$ cat src/rtl/dmem_ctrl_pkg.sv
// Shared definitions for the DMEM burst controller: op codes, FSM states and
// memory geometry.
package dmem_ctrl_pkg;

  localparam int DMEM_AW    = 5;
  localparam int DMEM_DW    = 16;
  localparam int DMEM_DEPTH = 32;

  localparam logic [1:0] OP_RD   = 2'b00;
  localparam logic [1:0] OP_WR   = 2'b01;
  localparam logic [1:0] OP_FILL = 2'b10;
  localparam logic [1:0] OP_CP   = 2'b11;

  typedef enum logic [2:0] {
    ST_IDLE,
    ST_RD,
    ST_WR,
    ST_FILL,
    ST_CP_RD,
    ST_CP_WR,
    ST_DONE
  } state_e;

endpackage

$ cat src/rtl/dmem_burst_cnt.sv
// Burst offset counter: holds k, flags the last word of an N-word burst and
// produces the wrapped source/destination addresses base+k.
module dmem_burst_cnt #(
  parameter int AW = 5,
  parameter int LW = 6
) (
  input  logic          clk,
  input  logic          rst_n,
  input  logic          clr_i,
  input  logic          inc_i,
  input  logic [LW-1:0] len_i,
  input  logic [AW-1:0] src_base_i,
  input  logic [AW-1:0] dst_base_i,
  output logic          last_o,
  output logic [AW-1:0] src_addr_o,
  output logic [AW-1:0] dst_addr_o
);

  logic [LW-1:0] k_q, k_d;

  always_comb begin
    k_d = k_q;
    if (clr_i) begin
      k_d = '0;
    end else if (inc_i) begin
      k_d = k_q + 1'b1;
    end
  end

  always_ff @(posedge clk or negedge rst_n) begin
    if (!rst_n) begin
      k_q <= '0;
    end else begin
      k_q <= k_d;
    end
  end

  // Truncating to AW bits gives the modulo-depth wrap for free.
  assign last_o     = (k_q == (len_i - 1'b1));
  assign src_addr_o = src_base_i + k_q[AW-1:0];
  assign dst_addr_o = dst_base_i + k_q[AW-1:0];

endmodule

$ cat src/rtl/dmem_burst_ctrl.sv
// Burst sequencer driving the 32x16 DMEM: read, streamed write, fill and copy
// requests are turned into per-cycle address / write-enable / write-data.
module dmem_burst_ctrl
  import dmem_ctrl_pkg::*;
#(
  parameter int AW = DMEM_AW,
  parameter int DW = DMEM_DW,
  parameter int LW = 6
) (
  input  logic          clk,
  input  logic          rst_n,
  input  logic          req_valid_i,
  output logic          req_ready_o,
  input  logic [1:0]    req_op_i,
  input  logic [AW-1:0] req_addr_i,
  input  logic [AW-1:0] req_dst_i,
  input  logic [LW-1:0] req_len_i,
  input  logic [DW-1:0] req_data_i,
  input  logic          wdata_valid_i,
  output logic          wdata_ready_o,
  input  logic [DW-1:0] wdata_i,
  output logic          rdata_valid_o,
  output logic [DW-1:0] rdata_o,
  output logic          done_o,
  output logic          busy_o,
  output logic [AW-1:0] mem_addr_o,
  output logic [DW-1:0] mem_wdata_o,
  output logic          mem_wen_o,
  input  logic [DW-1:0] mem_rdata_i
);

  localparam logic [LW-1:0] MAX_LEN = LW'(2 ** AW);

  state_e        state_q, state_d;
  logic [AW-1:0] addr_q, addr_d;
  logic [AW-1:0] dst_q, dst_d;
  logic [DW-1:0] fill_q, fill_d;
  logic [LW-1:0] len_q, len_d;
  logic [DW-1:0] hold_q, hold_d;
  logic [DW-1:0] rdata_q, rdata_d;
  logic          rdata_valid_q, rdata_valid_d;

  logic          cnt_clr, cnt_inc, cnt_last;
  logic [AW-1:0] src_addr, dst_addr;
  logic [LW-1:0] len_eff;

  assign len_eff = (req_len_i > MAX_LEN) ? MAX_LEN : req_len_i;

  dmem_burst_cnt #(
    .AW (AW),
    .LW (LW)
  ) u_cnt (
    .clk        (clk),
    .rst_n      (rst_n),
    .clr_i      (cnt_clr),
    .inc_i      (cnt_inc),
    .len_i      (len_q),
    .src_base_i (addr_q),
    .dst_base_i (dst_q),
    .last_o     (cnt_last),
    .src_addr_o (src_addr),
    .dst_addr_o (dst_addr)
  );

  always_comb begin
    state_d       = state_q;
    addr_d        = addr_q;
    dst_d         = dst_q;
    fill_d        = fill_q;
    len_d         = len_q;
    hold_d        = hold_q;
    rdata_d       = rdata_q;
    rdata_valid_d = 1'b0;
    cnt_clr       = 1'b0;
    cnt_inc       = 1'b0;
    req_ready_o   = 1'b0;
    wdata_ready_o = 1'b0;
    done_o        = 1'b0;
    mem_addr_o    = '0;
    mem_wdata_o   = '0;
    mem_wen_o     = 1'b0;

    unique case (state_q)
      ST_IDLE: begin
        req_ready_o = 1'b1;
        if (req_valid_i) begin
          addr_d  = req_addr_i;
          dst_d   = req_dst_i;
          fill_d  = req_data_i;
          len_d   = len_eff;
          cnt_clr = 1'b1;
          if (len_eff == '0) begin
            state_d = ST_DONE;
          end else begin
            unique case (req_op_i)
              OP_RD:   state_d = ST_RD;
              OP_WR:   state_d = ST_WR;
              OP_FILL: state_d = ST_FILL;
              default: state_d = ST_CP_RD;
            endcase
          end
        end
      end
      ST_RD: begin
        mem_addr_o    = src_addr;
        rdata_d       = mem_rdata_i;
        rdata_valid_d = 1'b1;
        cnt_inc       = 1'b1;
        if (cnt_last) state_d = ST_DONE;
      end
      ST_WR: begin
        wdata_ready_o = 1'b1;
        mem_addr_o    = src_addr;
        mem_wdata_o   = wdata_i;
        mem_wen_o     = wdata_valid_i;
        if (wdata_valid_i) begin
          cnt_inc = 1'b1;
          if (cnt_last) state_d = ST_DONE;
        end
      end
      ST_FILL: begin
        mem_addr_o  = src_addr;
        mem_wdata_o = fill_q;
        mem_wen_o   = 1'b1;
        cnt_inc     = 1'b1;
        if (cnt_last) state_d = ST_DONE;
      end
      ST_CP_RD: begin
        mem_addr_o = src_addr;
        hold_d     = mem_rdata_i;
        state_d    = ST_CP_WR;
      end
      ST_CP_WR: begin
        mem_addr_o  = dst_addr;
        mem_wdata_o = hold_q;
        mem_wen_o   = 1'b1;
        cnt_inc     = 1'b1;
        state_d     = cnt_last ? ST_DONE : ST_CP_RD;
      end
      ST_DONE: begin
        done_o  = 1'b1;
        state_d = ST_IDLE;
      end
      default: state_d = ST_IDLE;
    endcase
  end

  always_ff @(posedge clk or negedge rst_n) begin
    if (!rst_n) begin
      state_q       <= ST_IDLE;
      addr_q        <= '0;
      dst_q         <= '0;
      fill_q        <= '0;
      len_q         <= '0;
      hold_q        <= '0;
      rdata_q       <= '0;
      rdata_valid_q <= 1'b0;
    end else begin
      state_q       <= state_d;
      addr_q        <= addr_d;
      dst_q         <= dst_d;
      fill_q        <= fill_d;
      len_q         <= len_d;
      hold_q        <= hold_d;
      rdata_q       <= rdata_d;
      rdata_valid_q <= rdata_valid_d;
    end
  end

  assign busy_o        = (state_q != ST_IDLE);
  assign rdata_valid_o = rdata_valid_q;
  assign rdata_o       = rdata_q;

endmodule

$ cat config.mk
export PLATFORM = sky130hd
export DESIGN_NAME = dmem_burst_ctrl
export DESIGN_NICKNAME = d
export VERILOG_FILES = /design/src/rtl/dmem_ctrl_pkg.sv /design/src/rtl/dmem_burst_cnt.sv /design/src/rtl/dmem_burst_ctrl.sv
export SDC_FILE = /design/constraint.sdc
export NUM_CORES = 1
export LEC_CHECK = 0
export CAP_MARGIN = 20
export CELL_PAD_IN_SITES_DETAIL_PLACEMENT = 0
export CELL_PAD_IN_SITES_GLOBAL_PLACEMENT = 1
export CORE_ASPECT_RATIO = 1.5
export CORE_MARGIN = 2
export CORE_UTILIZATION = 45
export DETAILED_ROUTE_END_ITERATION = 6
export DONT_BUFFER_PORTS = 1
export PLACE_DENSITY = 0.78
export SYNTH_ARGS = -nofsm -noshare
export SYNTH_HDL_FRONTEND = slang
export SYNTH_SLANG_ARGS = --single-unit
$ cat constraint.sdc
create_clock -name clk -period 5 [get_ports clk]
set_input_delay 1 -clock clk [delete_from_list [all_inputs] [get_ports clk]]
set_output_delay 1 -clock clk [all_outputs]
set_load 0.02 [all_outputs]
==> impl_metrics.prom <==
# TYPE chip_impl_metric gauge
chip_impl_info{name="result_of_the_run",value="complete, no violations"} 1
chip_impl_info{name="r2r-end",value="u_cnt.k_q[0]"} 1
chip_impl_info{name="most_frequent_standard_cell_in_the_layout_excluding_fill_and_tap_cells",value="sky130_fd_sc_hd__nand2_1"} 1
chip_impl_info{name="crit_path_end_kind",value="output port"} 1
chip_impl_metric{name="grt_overflow",unit=""} 0
chip_impl_info{name="timing.hold.worst.class",value="in -> async"} 1
chip_impl_metric{name="drt_iter0_markers",unit=""} 85
chip_impl_metric{name="vias_per_cell",unit=""} 5.35
chip_impl_metric{name="timing.final.setup_violations",unit=""} 0
chip_impl_metric{name="clk_pin_slew",unit="ps"} 60
chip_impl_metric{name="syn-instance-count",unit=""} 370
chip_impl_metric{name="finalHoldViolations",unit=""} 0
chip_impl_metric{name="timing_worst_slew_pin_value",unit="ps"} 776
chip_impl_metric{name="syn_avg_cell_area",unit="sq um"} 10.1
chip_impl_metric{name="initial_utilization",unit="%"} 46.4
chip_impl_info{name="crit_path_end",value="mem_addr_o[4]"} 1
chip_impl_info{name="worst_setup_path_start_kind",value="flop"} 1
chip_impl_metric{name="critical_path_fanout_max",unit=""} 11
chip_impl_metric{name="grt_usage",unit="%"} 19.6
chip_impl_metric{name="grt_pass1_vias",unit=""} 2766
chip_impl_metric{name="post_synth_num_cell_types",unit=""} 37
chip_impl_metric{name="layout-drive-gt1-share",unit="%"} 16.4
chip_impl_metric{name="finalWorstPathRequiredPeriod",unit="ps"} 3860
chip_impl_metric{name="cp_data_required_time",unit="ps"} 4000
chip_impl_metric{name="route.vias.total",unit=""} 2552
chip_impl_metric{name="dpl.hpwl",unit="um"} 6020
chip_impl_metric{name="reg2reg_slack",unit="ps"} 2550
chip_impl_metric{name="clock_tree_buf_depth",unit=""} 2
chip_impl_metric{name="htree_num_levels",unit=""} 3
chip_impl_metric{name="grt_max_degree",unit=""} 75
chip_impl_info{name="grt_setup_unrepaired",value="no"} 1
chip_impl_metric{name="compound_gate_portion_of_the_synthesized_area",unit="%"} 6.39
chip_impl_metric{name="critPathMaxStageDelay",unit="ps"} 490
chip_impl_metric{name="horizontal_extent_of_the_die",unit="um"} 78.4
chip_impl_metric{name="area_of_the_mapped_netlist",unit="sq um"} 3740
chip_impl_metric{name="die_area",unit="sq um"} 9070
chip_impl_metric{name="antenna_found_initial",unit=""} 0
chip_impl_metric{name="worst_ir_drop_vdd",unit="mV"} 0.369
chip_impl_info{name="cts_tree",value="done"} 1
chip_impl_info{name="postSynth.topFlopCell",value="sky130_fd_sc_hd__dfrtp_1"} 1
chip_impl_metric{name="ios",unit=""} 113
chip_impl_metric{name="synth_enable_flop_cells",unit=""} 0
chip_impl_metric{name="number_of_gates_given_a_new_drive_strength_after_cts",unit=""} 0
chip_impl_info{name="layout.cells.most_common_list",value="108 x sky130_fd_sc_hd__nand2_1, 74 x sky130_fd_sc_hd__dfrtp_1, 37 x sky130_fd_sc_hd__mux2_2"} 1
chip_impl_metric{name="power_leakage",unit="nW"} 1.90
chip_impl_info{name="critical-path-slowest-cell",value="sky130_fd_sc_hd__dfrtp_1"} 1
chip_impl_metric{name="std_cell_rows",unit=""} 40
chip_impl_metric{name="tritoncts_sink_count",unit=""} 74
chip_impl_metric{name="critical_path_arrival",unit="ps"} 2860
chip_impl_metric{name="number_of_nets_in_the_synthesized_netlist",unit=""} 450
chip_impl_metric{name="core-area",unit="sq um"} 8060
chip_impl_info{name="startpoint_of_the_worst_register_to_register_path",value="state_q[0]"} 1
chip_impl_metric{name="timing.reg2reg.worst_path_depth",unit=""} 7
chip_impl_metric{name="wl",unit="um"} 8220
chip_impl_info{name="worst_path_most_repeated_cell",value="sky130_fd_sc_hd__inv_1"} 1
chip_impl_metric{name="die_h",unit="um"} 116
chip_impl_metric{name="seq_area",unit="sq um"} 1850
chip_impl_metric{name="max-cap-violations",unit=""} 0
chip_impl_metric{name="fin_nets",unit=""} 448
chip_impl_metric{name="hold_buffers",unit=""} 0
chip_impl_metric{name="yosys_warnings",unit=""} 0
chip_impl_metric{name="detailedRoute.firstPassIterationCount",unit=""} 4
chip_impl_metric{name="setup_total_negative_slack",unit="ps"} 0
chip_impl_metric{name="clock_latency",unit="ps"} 330
chip_impl_metric{name="proportion_of_synthesized_area_in_mux_cells",unit="%"} 15.7
chip_impl_metric{name="period_share",unit="%"} 77.2
chip_impl_metric{name="timing.fmax",unit="MHz"} 259
chip_impl_info{name="setup.worst_path.class",value="reg -> out"} 1
chip_impl_metric{name="multiInputGateArea",unit="sq um"} 1720
chip_impl_metric{name="final_antenna_net_count",unit=""} 0
chip_impl_metric{name="grt_first_pass_wirelength",unit="um"} 13600
chip_impl_metric{name="power_density",unit="nW/um^2"} 717
chip_impl_info{name="cp-startpoint",value="state_q[1]"} 1
chip_impl_metric{name="relSlewSlack",unit="%"} 48.1
chip_impl_metric{name="numCtsBuffers",unit=""} 9
chip_impl_metric{name="p_total",unit="mW"} 2.91
chip_impl_metric{name="synth_xor_xnor_area_share",unit="%"} 3.51
chip_impl_metric{name="port_buffers",unit=""} 0
chip_impl_metric{name="finClkSkew",unit="ps"} 6.01
chip_impl_metric{name="synthToLayoutAreaGrowth",unit="%"} 8.46
chip_impl_metric{name="sequential_to_total_area_share_from_yosys_stat",unit="%"} 49.5
chip_impl_info{name="critical_path.cell_chain",value="and3b_1 > mux2_2 > ha_1 > inv_1 > fa_1 > inv_1 > a21o_1 > a21oi_1 > xnor2_1 > nor2_1"} 1
chip_impl_metric{name="num_antenna_cells",unit=""} 0
chip_impl_metric{name="drc",unit=""} 0
chip_impl_metric{name="post_synth_and_or_nand_nor_area_fraction",unit="%"} 16.9
chip_impl_metric{name="avgRoutedWirePerCell",unit="um"} 17.2
chip_impl_info{name="synth_top_family_by_area",value="simple AND/OR/NAND/NOR gates"} 1
chip_impl_metric{name="post-cts-setup-buffer-count",unit=""} 0
chip_impl_metric{name="synth_fa_ha_area_share",unit="%"} 3.55
chip_impl_metric{name="filler_cell_count",unit=""} 742
chip_impl_metric{name="synth_seq_cells",unit=""} 74
chip_impl_info{name="clock_tree.root_cell",value="sky130_fd_sc_hd__clkbuf_16"} 1
chip_impl_metric{name="gp_routability_congestion",unit=""} 0.801
chip_impl_metric{name="synthArstFlopShare",unit="%"} 100
chip_impl_metric{name="final-max-slew-violation-count",unit=""} 0
-- final cells by class --
type | count | area share (%)
clock inverter | 6 | 0.864
tap | 105 | 3.24
sequential | 74 | 45.7
inverter | 11 | 1.02
multi-input combinational | 268 | 42.4
clock buffer | 9 | 5.55
timing repair buffer | 4 | 1.23
-- kinds of logic after synthesis --
logic type / after synthesis
compound gates: 42
xor+xnor: 15
fa+ha+maj: 10
buf+inv: 28
flops: 74
mux: 54
simple gates: 147
-- state kept, by name, indices dropped and copies added, names as in the netlist --
register and cells:
rdata_valid_o 1, dst_q 5, hold_q 16, u_cnt.k_q 6, addr_q 5, len_q 6, rdata_o 16, state_q 3
fill_q 16
-- worst max-delay path: cells and delay by family (launching register included) --
family	cells	cell delay [ps]
flip-flops	1	490
AND/OR/NAND/NOR	2	740
buffers and inverters	2	120
multiplexers	1	380
XOR/XNOR	1	90
adder cells (fa/ha/maj)	2	400
AO/OA/AOI/OAI	2	300
-- synth_stat cells (2+ instances only) --
| library cell | n | area (sq um) |
|---|---|---|
| sky130_fd_sc_hd__a21o_1 | 2 | 15.0 |
| sky130_fd_sc_hd__a21oi_1 | 9 | 45.0 |
| sky130_fd_sc_hd__and3_1 | 2 | 12.5 |
| sky130_fd_sc_hd__buf_2 | 4 | 20.0 |
| sky130_fd_sc_hd__buf_4 | 3 | 22.5 |
| sky130_fd_sc_hd__buf_6 | 6 | 67.6 |
| sky130_fd_sc_hd__clkbuf_1 | 4 | 15.0 |
| sky130_fd_sc_hd__dfrtp_1 | 74 | 1850 |
| sky130_fd_sc_hd__ha_1 | 9 | 113 |
| sky130_fd_sc_hd__inv_1 | 10 | 37.5 |
| sky130_fd_sc_hd__mux2_2 | 37 | 417 |
| sky130_fd_sc_hd__mux2i_1 | 17 | 170 |
| sky130_fd_sc_hd__nand2_1 | 108 | 405 |
| sky130_fd_sc_hd__nand2b_1 | 5 | 31.3 |
| sky130_fd_sc_hd__nand3b_1 | 3 | 22.5 |
| sky130_fd_sc_hd__nand4_1 | 3 | 18.8 |
| sky130_fd_sc_hd__nor2_1 | 15 | 56.3 |
| sky130_fd_sc_hd__nor3_1 | 3 | 15.0 |
| sky130_fd_sc_hd__o211ai_1 | 2 | 15.0 |
| sky130_fd_sc_hd__o21ai_0 | 23 | 115 |
| sky130_fd_sc_hd__o22ai_1 | 2 | 12.5 |
| sky130_fd_sc_hd__xnor2_1 | 7 | 61.3 |
| sky130_fd_sc_hd__xor2_1 | 8 | 70.1 |
-- report_power, final --
group          leakage (nW)  switching, mW  internal, mW  total (mW)
logic                 0.859          0.688         0.482        1.17
registers             0.913          0.291         0.885        1.18
clock network         0.127          0.233         0.329       0.561
-- stage by stage --
step / hold WS, ps / util [%] / cell area, sq um / cells / setup WS [ps]
final: 360 / 50.3 / 4060 / 477 / 1140
after global routing: 344 / 50.3 / 4060 / 477 / 941
after CTS: 344 / 50.0 / 4030 / 476 / 1110
after detailed placement: 463 / 46.8 / 3770 / 461 / 1480
after global placement: 458 / 46.8 / 3770 / 461 / 1560
after floorplan: 440 / - / 3740 / 370 / 1580
-- per-layer routing --
metal | vias up | GRT usage (%) | wire length, um
met4 | 0 | 7.49 | 140
met2 | 67 | 34.8 | 4410
li1 | 1226 | - | -
met5 | - | 0 | 0
met3 | 12 | 5.14 | 408
met1 | 1247 | 22.5 | 3260
-- worst min path at each step --
stage | to | slack [ps] | cells past startpoint
floorplan | dst_q[0] | 440 | 2
global placement | fill_q[7] | 460 | 2
detailed placement | fill_q[11] | 460 | 2
CTS | rdata_o[1] | 340 | 0
global route | rdata_o[3] | 340 | 0
finish | rdata_o[3] | 360 | 0
Note: power is estimated with default switching activity, not from simulation.
